**src/rtl/collision_event_queue.sv**
```systemverilog
// collision_event_queue
//   Watches the collision flag bus. On each scan_done it snapshots the flags and
//   finds flags that went 0->1 since the previous snapshot. It then walks the
//   indices one per cycle and queues {scan tag, index} events in a small
//   first-word-fall-through FIFO that the CPU pops one entry at a time.
// Ports
//   clk, reset      clock, synchronous active-high reset
//   flags           collision flag bus
//   scan_done       1-cycle pulse: flags are valid
//   rd_en           pop the head entry (ignored when empty)
//   clr_overflow    clear the overflow and missed_scan sticky bits
//   rd_data         head entry {tag, index}, 0 when empty
//   empty/full      FIFO status
//   count           number of entries held
//   busy            a snapshot is being scanned
//   overflow        sticky: an event was dropped because the FIFO was full
//   missed_scan     sticky: a scan_done was dropped (pending slot in use)
//   irq             registered !empty
module collision_event_queue #(
  parameter int unsigned NUM_FLAGS  = 30,
  parameter int unsigned IDX_W      = 5,
  parameter int unsigned TAG_W      = 3,
  parameter int unsigned DEPTH_LOG2 = 3
) (
  input  logic                   clk,
  input  logic                   reset,
  input  logic [NUM_FLAGS-1:0]   flags,
  input  logic                   scan_done,
  input  logic                   rd_en,
  input  logic                   clr_overflow,
  output logic [TAG_W+IDX_W-1:0] rd_data,
  output logic                   empty,
  output logic                   full,
  output logic [DEPTH_LOG2:0]    count,
  output logic                   busy,
  output logic                   overflow,
  output logic                   missed_scan,
  output logic                   irq
);

  localparam int unsigned DEPTH   = 2 ** DEPTH_LOG2;
  localparam int unsigned ENTRY_W = TAG_W + IDX_W;

  localparam logic [IDX_W-1:0]      LAST_IDX = IDX_W'(NUM_FLAGS - 1);
  localparam logic [IDX_W-1:0]      IDX_ONE  = IDX_W'(1);
  localparam logic [TAG_W-1:0]      TAG_ONE  = TAG_W'(1);
  localparam logic [DEPTH_LOG2-1:0] PTR_ONE  = DEPTH_LOG2'(1);
  localparam logic [DEPTH_LOG2:0]   CNT_ONE  = (DEPTH_LOG2 + 1)'(1);
  localparam logic [DEPTH_LOG2:0]   CNT_FULL = (DEPTH_LOG2 + 1)'(DEPTH);

  typedef enum logic {IDLE, SCAN} state_t;

  state_t                  state_q;
  logic [IDX_W-1:0]        idx_q;
  logic [NUM_FLAGS-1:0]    new_q;
  logic [NUM_FLAGS-1:0]    prev_q;
  logic [NUM_FLAGS-1:0]    pend_snap_q;
  logic                    pending_q;
  logic [TAG_W-1:0]        tag_q;

  logic [ENTRY_W-1:0]      mem_q [DEPTH];
  logic [DEPTH_LOG2-1:0]   wr_ptr_q;
  logic [DEPTH_LOG2-1:0]   rd_ptr_q;
  logic [DEPTH_LOG2:0]     count_q;
  logic [DEPTH_LOG2:0]     count_d;
  logic                    empty_q;
  logic                    full_q;
  logic                    irq_q;
  logic                    overflow_q;
  logic                    missed_q;

  logic                    pop;
  logic                    push_req;
  logic                    push_ok;
  logic                    ovf_set;
  logic                    miss_set;
  logic                    start;
  logic [NUM_FLAGS-1:0]    snap_src;

  always_comb begin
    pop      = rd_en && !empty_q;
    // new_q is shifted right during the scan, so bit 0 is always the current index
    push_req = (state_q == SCAN) && new_q[0];
    // a same-cycle pop frees the slot, so a full FIFO can still accept
    push_ok  = push_req && (!full_q || pop);
    ovf_set  = push_req && !push_ok;
    miss_set = (state_q == SCAN) && scan_done && pending_q;
    start    = (state_q == IDLE) && (pending_q || scan_done);
    snap_src = pending_q ? pend_snap_q : flags;
    count_d  = count_q;
    if (push_ok && !pop) begin
      count_d = count_q + CNT_ONE;
    end else if (!push_ok && pop) begin
      count_d = count_q - CNT_ONE;
    end
  end

  always_ff @(posedge clk) begin
    if (reset) begin
      state_q     <= IDLE;
      idx_q       <= '0;
      new_q       <= '0;
      prev_q      <= '0;
      pend_snap_q <= '0;
      pending_q   <= 1'b0;
      tag_q       <= '0;
      wr_ptr_q    <= '0;
      rd_ptr_q    <= '0;
      count_q     <= '0;
      empty_q     <= 1'b1;
      full_q      <= 1'b0;
      irq_q       <= 1'b0;
      overflow_q  <= 1'b0;
      missed_q    <= 1'b0;
    end else begin
      if (push_ok) begin
        mem_q[wr_ptr_q] <= {tag_q, idx_q};
        wr_ptr_q        <= wr_ptr_q + PTR_ONE;
      end
      if (pop) begin
        rd_ptr_q <= rd_ptr_q + PTR_ONE;
      end
      count_q    <= count_d;
      empty_q    <= (count_d == '0);
      full_q     <= (count_d == CNT_FULL);
      irq_q      <= (count_d != '0);
      // set has priority over clear
      overflow_q <= ovf_set  | (overflow_q & ~clr_overflow);
      missed_q   <= miss_set | (missed_q   & ~clr_overflow);

      case (state_q)
        IDLE: begin
          if (start) begin
            new_q   <= snap_src & ~prev_q;
            prev_q  <= snap_src;
            tag_q   <= tag_q + TAG_ONE;
            idx_q   <= '0;
            state_q <= SCAN;
            // a pulse arriving while the pending snapshot launches refills the slot
            if (pending_q && scan_done) begin
              pend_snap_q <= flags;
            end else begin
              pending_q <= 1'b0;
            end
          end
        end
        SCAN: begin
          new_q <= new_q >> 1;
          idx_q <= idx_q + IDX_ONE;
          if (idx_q == LAST_IDX) begin
            state_q <= IDLE;
          end
          if (scan_done && !pending_q) begin
            pend_snap_q <= flags;
            pending_q   <= 1'b1;
          end
        end
        default: state_q <= IDLE;
      endcase
    end
  end

  assign rd_data     = empty_q ? '0 : mem_q[rd_ptr_q];
  assign empty       = empty_q;
  assign full        = full_q;
  assign count       = count_q;
  assign busy        = (state_q == SCAN);
  assign overflow    = overflow_q;
  assign missed_scan = missed_q;
  assign irq         = irq_q;

endmodule

```
**config.mk**
```make
export PLATFORM = sky130hd
export DESIGN_NAME = collision_event_queue
export DESIGN_NICKNAME = d
export VERILOG_FILES = /design/src/rtl/collision_event_queue.sv
export SDC_FILE = /design/constraint.sdc
export NUM_CORES = 1
export LEC_CHECK = 0
export ABC_AREA = 1
export CORE_AREA = 2 2 128 105
export DETAILED_ROUTE_END_ITERATION = 10
export DIE_AREA = 0 0 130 107
export DONT_BUFFER_PORTS = 1
export GPL_TIMING_DRIVEN = 0
export PLACE_DENSITY_LB_ADDON = 0.3
export SYNTH_ARGS = -nofsm -noshare
export SYNTH_HDL_FRONTEND = slang
export SYNTH_SLANG_ARGS = --single-unit
```
**constraint.sdc**
```tcl
create_clock -name clk -period 2.4 [get_ports clk]
set_input_delay 0.6 -clock clk [delete_from_list [all_inputs] [get_ports clk]]
set_output_delay 0.6 -clock clk [all_outputs]
set_load 0.005 [all_outputs]
```
==> summary.md, run 1 <==
| Metric | Value |
|---|---|
| Outcome | completed |
| Fin. max-slew vios | 0 |
| First-pass GRT wire length | between 20,000 and 30,000 µm |
| Final core occ | 0.660 |
| Largest stage delay, worst path | roughly 390 ps |
| Setup bufs post-CTS | 0 |
| CP Data Arrival Time | roughly 1700 ps |
| CP max FO | 10 |
| Crit Path Class | reg2out |
| Reg2Reg Launch Point | empty |
| NetSw | between 1500 and 2000 µW |
| Hold Crit Depth | 2 |
| Die area | roughly 14,000 µm² |
| Max clock buf depth | 2 |
| Met1 Use GR | 0.339 |
| Filler Cell Count | 971 |
| Int Power | ~5400 µW |
| Skew final | ~7.3 ps |
| Worst-Margin Slew | between 700 and 800 ps |
| Largest net degree at the start of global routing | 17 |
| Kind of start point of the critical path | flop |
| Pre-antenna DRT Iters | 5 |
| CTS clock-pin slew for the worst setup and hold paths | about 60 ps |
| Post-synthesis cell type count | 36 |
| Top post-synthesis cells by count | 162 x nand2_1, 127 x o21ai_0, 118 x dfxtp_1 |
| Total grt overflow | 0 |
| Die Span Y | about 110 µm |
| P_leak | 0.00304 µW |
| Busiest grt layer | met2 |
| CTS tree | built |
| Via count | slightly below 6,000 |
| Starting density of the core | 0.587 |
| Largest area contributor in the netlist | dfxtp_1 |
| Fmax | 436 MHz |
| Synth async-reset ratio | 0 |
| Synth Net Count | between 800 and 900 |
| Total CTS buffers | 17 |
| Synth Area per Inst | ~8.8 µm² |
| Post-route ant nets | 0 |
| Pwr Density | 885 nW/µm² |
| Placer Congestion | ~0.9 |
| Post-DP HPWL | approximately 12,000 µm |
| Most common cell in the netlist | nand2_1 |
| Drt initial violations | approximately 530 |
| Met3 Resource Use GR | 0.0734 |
| DR vias/cell | 5.60 |
| Reg2reg setup slack | around 140 ps |
| Synth Instances | ~850 |
| Core Rows | 37 |
| CP endpoint kind | output pin |
| Reg2reg end | mem_q[5][1] |
| Chip Width | ~130 µm |
| Total power | ~7400 µW |
| Worst path slowest cell | dfxtp_2 |
| RSZ-0062 raised after global routing | true |
| CTS Root Cell | clkbuf_16 |
| Worst VDD drop | ~0.56 mV |
| Relative slew slack | 0.493 |
| Wirelength per Cell | 16.2 µm |
| Layout cells sized above 1 | 0.0899 |
| Top cell type's share of synthesized area | 0.318 |
| Cell area after synthesis | between 7000 and 8000 µm² |
| Clock network fraction of total power | 0.389 |
| YS warnings | 0 |
| Num Clock Sinks | between 150 and 200 |
| Clock Latency Late Sink | 420 ps |
| Hold WC Path Type | in2reg |
| Std-Cell Core Area | around 13,000 µm² |
| Vias in the first global route | 5,620 |
| Most common flop cell mapped by yosys | dfxtp_1 |
| Post-synth EDFFs | 64 |
| Dpl ws | -297 ps |
| Count of final setup violators | 0 |
| Hold path endpoint | pending_q |
| Worst setup margin | between 100 and 150 ps |
| Combinational share of power | 0.135 |
| Port buffer count | 0 |
| Net Sw Frac | 0.263 |
| Seq/Total Area, Yosys | 0.577 |
| Met2 usage | 0.426 |
| Final worst path period share | 0.957 |
| Routed WL | about 17,000 µm |
| DRC | 0 |
| Most used cell, CP | o21ai_0 |
| Max H-tree Level | 4 |
| GRT Util Overall | 0.260 |
| Final hold vios | 0 |
| Maxcap violations | 0 |
| Tmin final | approximately 2300 ps |
| Sequential share of power | 0.476 |
| Worst EP required | about 1800 ps |
| Critical path cell sequence | clkbuf_4 -> o21ai_0 -> o21ai_0 -> o21ai_0 -> nor2_1 |
| Hold wc startpoint | scan_done |
| Hold Buf Count CTS | 0 |
| # IOs | 53 |
| Synth area leaders | dfxtp_1 32%, edfxtp_1 26%, o21ai_0 8.6%, nand2_1 8.2%, nor2_1 3.9% |
| # diodes | 0 |
| Antenna violations before repair | 0 |
| Flops & latches, synth | approximately 180 |
| Post-layout net count | slightly above 900 |
| Register-to-Register Path Depth | 7 |
| Layout area overhead | 12.3% |
-- final cells by class --
class	count	area (µm²)	area share
well taps	175	219	0.0263
inverters	80	305	0.0366
flip-flops and latches	182	4290	0.514
repair buffers	1	5.00	0.000600
multi-input cells	538	2680	0.321
clock buffers	18	429	0.0515
clock inverters	14	184	0.0221
plain buffers	46	231	0.0278
-- critical path, delay by kind of cell, from the launching register on --
family          cells  cell delay (ps)
simple gates        1              220
flops               1              390
compound gates      3              410
buf+inv             1              260
-- through the flow --
stage          hold WS (ps)  cells  area [µm²]  setup TNS, ps
6_report                336   1054        8340              0
5_1_grt                 314   1054        8340          -1370
4_1_cts                 319   1054        8280          -5650
3_5_place_dp            439   1023        7650         -10180
3_3_place_gp            430   1022        7640          -9220
2_1_floorplan           423    847        7420              0
-- cell usage in the layout (no fill, tap or decap), types with 4 or more instances in the layout --
cell type and instances:
buf_2 21, nand3_1 29, inv_1 76, o22ai_1 14
nor3_2 6, bufinv_16 4, o21ai_0 123, nand2_1 162
ha_1 7, a31oi_1 13, clkbuf_16 17, dfxtp_1 117
buf_1 6, nor2_1 78, mux2i_1 8, clkbuf_1 13
o211ai_1 10, o21ai_1 7, clkbuf_4 5, a21oi_1 58
edfxtp_1 64, clkinvlp_4 5
-- state kept, by name, indices dropped and copies added (netlist names), named ones only --
name / count
overflow: 1
empty: 1
irq: 1
pending_q: 1
missed_scan: 1
tag_q: 3
rd_ptr_q: 3
count: 4
new_q: 30
wr_ptr_q: 3
prev_q: 30
full: 1
idx_q: 5
busy: 1
pend_snap_q: 30
mem_q: 64
-- worst max path at each step --
stage                     start           to  slack (ps)  depth (start not counted)
after floorplan           rd_en  mem_q[0][0]         140                          6
after global placement    reset  mem_q[0][5]        -300                          4
after detailed placement  empty  mem_q[5][1]        -300                          7
after CTS                 empty  mem_q[0][5]        -230                          8
after global routing      empty  mem_q[5][1]         -60                          7
final                      flop   rd_data[3]         100                          5
-- cells by family after synthesis --
group,synth area share
xor gates and xnor gates,0.00472
AOI/OAI and AO/OA,0.166
DFF,0.577
buffers and inverters,0.0703
and+or+nand+nor,0.159
adders and majority gates,0.0118
muxes,0.0108
-- layer usage --
metal,wire [µm],up-vias
li1,-,2882
met1,7440,2789
met2,8200,205
met3,1190,23
met4,282,0
met5,0,-
-- power by group through the flow --
stage	clock [µW]	combinational [µW]	sequential, µW
after floorplan	0	735	3530
after global placement	0	929	3560
after detailed placement	0	970	3570
after CTS	2890	972	3510
after global routing	3020	1140	3530
final	2870	999	3510
-- timing repair --
action                     CTS  global route
setup endpoints to repair   60            64
gates resized for setup      7            22
pin swaps                    0             1
Power figures use the tool's default switching activity.
==> run 2: changes to the inputs <==
Settings changed: CTS_CLUSTER_DIAMETER set to 120.
Clock period 2.4 ns to 2.8 ns, I/O delays scaled along.
==> run 2 against run 1 <==
- count of clock-buffer cells in the layout unchanged
- critical path depth increased by 1
- sequential share of layout area increased by 0.41 points
- routed wire length decreased by 0.33%
- clock skew increased by 1.6 ps
- via count increased by 0.32%
==> summary.md, run 2 (synthesized netlist as in run 1, its figures left out) <==
| Metric | Value |
|---|---|
| Final worst path period share | 0.939 |
| First-pass GRT wire length | 27,600 µm (-0.27%) |
| Count of final setup violators | 0 (unchanged) |
| CP endpoint kind | output pin |
| Combinational share of power | 0.134 (about the same) |
| Pwr Density | 762 nW/µm² (-14%) |
| Relative slew slack | 0.150 (-0.343) |
| Die area | 13,900 µm² (unchanged) |
| Vias in the first global route | 5,608 (-0.21%) |
| Final hold vios | 0 (unchanged) |
| CTS Root Cell | clkbuf_16 |
| Clock Latency Late Sink | 420 ps (about the same) |
| Layout area overhead | 11.4% |
| Die Span Y | 107 µm (unchanged) |
| Outcome | completed |
| Placed insts | 1,023 (unchanged) |
| CP max FO | 10 (unchanged) |
| Most used cell, CP | o21ai_0 |
| CTS tree | built |
| Design Area, Final | 8270 µm² (-0.83%) |
| Antenna violations before repair | 0 (unchanged) |
| Max clock buf depth | 2 (unchanged) |
| Fmax | approximately 380 MHz |
| Crit Path Class | reg2out |
| # IOs | 53 (unchanged) |
| Via count | 5,918 (+0.32%) |
| Worst-Margin Slew | 1270 ps (+509 ps) |
| # diodes | 0 (unchanged) |
| Max H-tree Level | 4 (unchanged) |
| Num Clock Sinks | 182 (unchanged) |
| RSZ-0062 raised after global routing | true |
| Std-Cell Core Area | 12,600 µm² (unchanged) |
| Total grt overflow | 0 (unchanged) |
| GRT Util Overall | 0.259 (-0.000647) |
| Tmin final | ~2600 ps |
| Skew final | 8.83 ps (+1.57 ps) |
| P_leak | 0.00302 µW (-0.56%) |
| Wirelength per Cell | 16.2 µm (-0.33%) |
| Final Non-Filler Cells | 1,054 (unchanged) |
| DR vias/cell | 5.61 (+0.32%) |
| Int Power | 4650 µW (-15%) |
| Net Sw Frac | 0.263 (about the same) |
| Largest stage delay, worst path | 420 ps (+30 ps) |
| Clock network fraction of total power | 0.389 (about the same) |
| DRC | 0 (unchanged) |
| CP Data Arrival Time | 1930 ps (+230 ps) |
| Fin. max-slew vios | 0 (unchanged) |
| Routed WL | 17,100 µm (-0.33%) |
| Placer Congestion | 0.916 (unchanged) |
| Maxcap violations | 0 (unchanged) |
| Layout cells sized above 1 | 0.0774 (-0.0125) |
| Fin Setup TNS | 0 ps (unchanged) |
| Worst VDD drop | 0.478 mV (-15%) |
| Post-layout net count | 908 (unchanged) |
| Most frequent cells in the layout | 162 x nand2_1, 127 x o21ai_0, 118 x dfxtp_1, 78 x nor2_1, 77 x inv_1 |
| Worst path slowest cell | dfxtp_1 |
| Pre-antenna DRT Iters | 5 (unchanged) |
| Worst EP required | 2100 ps (+300 ps) |
| CTS clock-pin slew for the worst setup and hold paths | 60 ps (about the same) |
| Port buffer count | 0 (unchanged) |
| Drt initial violations | 519 (-1.7%) |
| Total CTS buffers | 17 (unchanged) |
| Max reg flops | 64 (unchanged) |
| Post-route ant nets | 0 (unchanged) |
| Starting density of the core | 0.587 (unchanged) |
| Post-DP Area | 7650 µm² (unchanged) |
| Core Rows | 37 (unchanged) |
| NetSw | 1650 µW (-15%) |
| Largest register by flop count | mem_q |
| Hold WC Path Type | in2reg |
| Kind of start point of the critical path | flop |
| Post-DP HPWL | 12,000 µm (unchanged) |
| Hold Buf Count CTS | 0 (unchanged) |
| Sequential share of power | 0.477 (about the same) |
| Chip Width | 130 µm (unchanged) |
| Commonest non-fill, non-tap cell in the layout | nand2_1 |
| WHS | 436 ps (+100 ps) |
| Critical path cell sequence | inv_1 -> buf_2 -> o21ai_0 -> o21ai_0 -> o21ai_0 -> nor2_1 |
| Largest net degree at the start of global routing | 17 (unchanged) |
-- run 2: cell count changes in the layout (fill, tap and decap cells not counted), sizes merged --
cell,before,now
clkbuf,35,33
buf,30,32
-- run 2: what timing repair did --
action                                  4_1_cts  5_1_grt
buffers inserted                              0        0
endpoints found under the setup margin        0       31
gates resized for setup                       0        1
-- run 2: worst max-delay path, delay by kind of cell (launching register included) --
family / cells / cell delay (ps)
buffers and inverters: 2 / 360
DFF: 1 / 420
AOI/OAI and AO/OA: 3 / 630
and+or+nand+nor: 1 / 110
-- run 2: layer usage --
layer / GRT usage / part of all wire
met1: 0.338 / 0.43
met2: 0.424 / 0.48
met3: 0.0734 / 0.068
met4: 0.0722 / 0.018
met5: 0 / 0
-- run 2: final timing paths --
check / start / endpoint / slack [ps] / cells after the start
min: scan_done / pending_q / 440 / 2
max reg2reg: empty / mem_q[4][2] / 180 / 7
min reg2reg: prev_q[3] / new_q[3] / 450 / 1
max: flop / rd_data[4] / 170 / 6
-- run 2: area by class of cell --
cell class / count / area [µm²]
clock inverter: 14 / 184
multi-input combinational: 538 / 2630
sequential: 182 / 4280
timing repair buffer: 1 / 5.00
tap: 175 / 219
buffer: 46 / 213
inverter: 80 / 305
clock buffer: 18 / 429
fill: 975 / 4370
-- run 2: per-stage QoR --
step	total power (µW)	worst slack, ps	utilization
after floorplan	3650	444	-
after global placement	3840	-2.07	0.605
after detailed placement	3890	24.2	0.606
after CTS	6310	82.1	0.654
after global routing	6570	-57.1	0.654
final	6300	170	0.654
-- run 2: power by group through the flow --
stage | Sequential, µW | Combinational, µW | Clock [µW]
after floorplan | 3020 | 630 | 0
after global placement | 3050 | 796 | 0
after detailed placement | 3060 | 832 | 0
after CTS | 3000 | 838 | 2480
after global routing | 3020 | 957 | 2590
final | 3010 | 842 | 2450
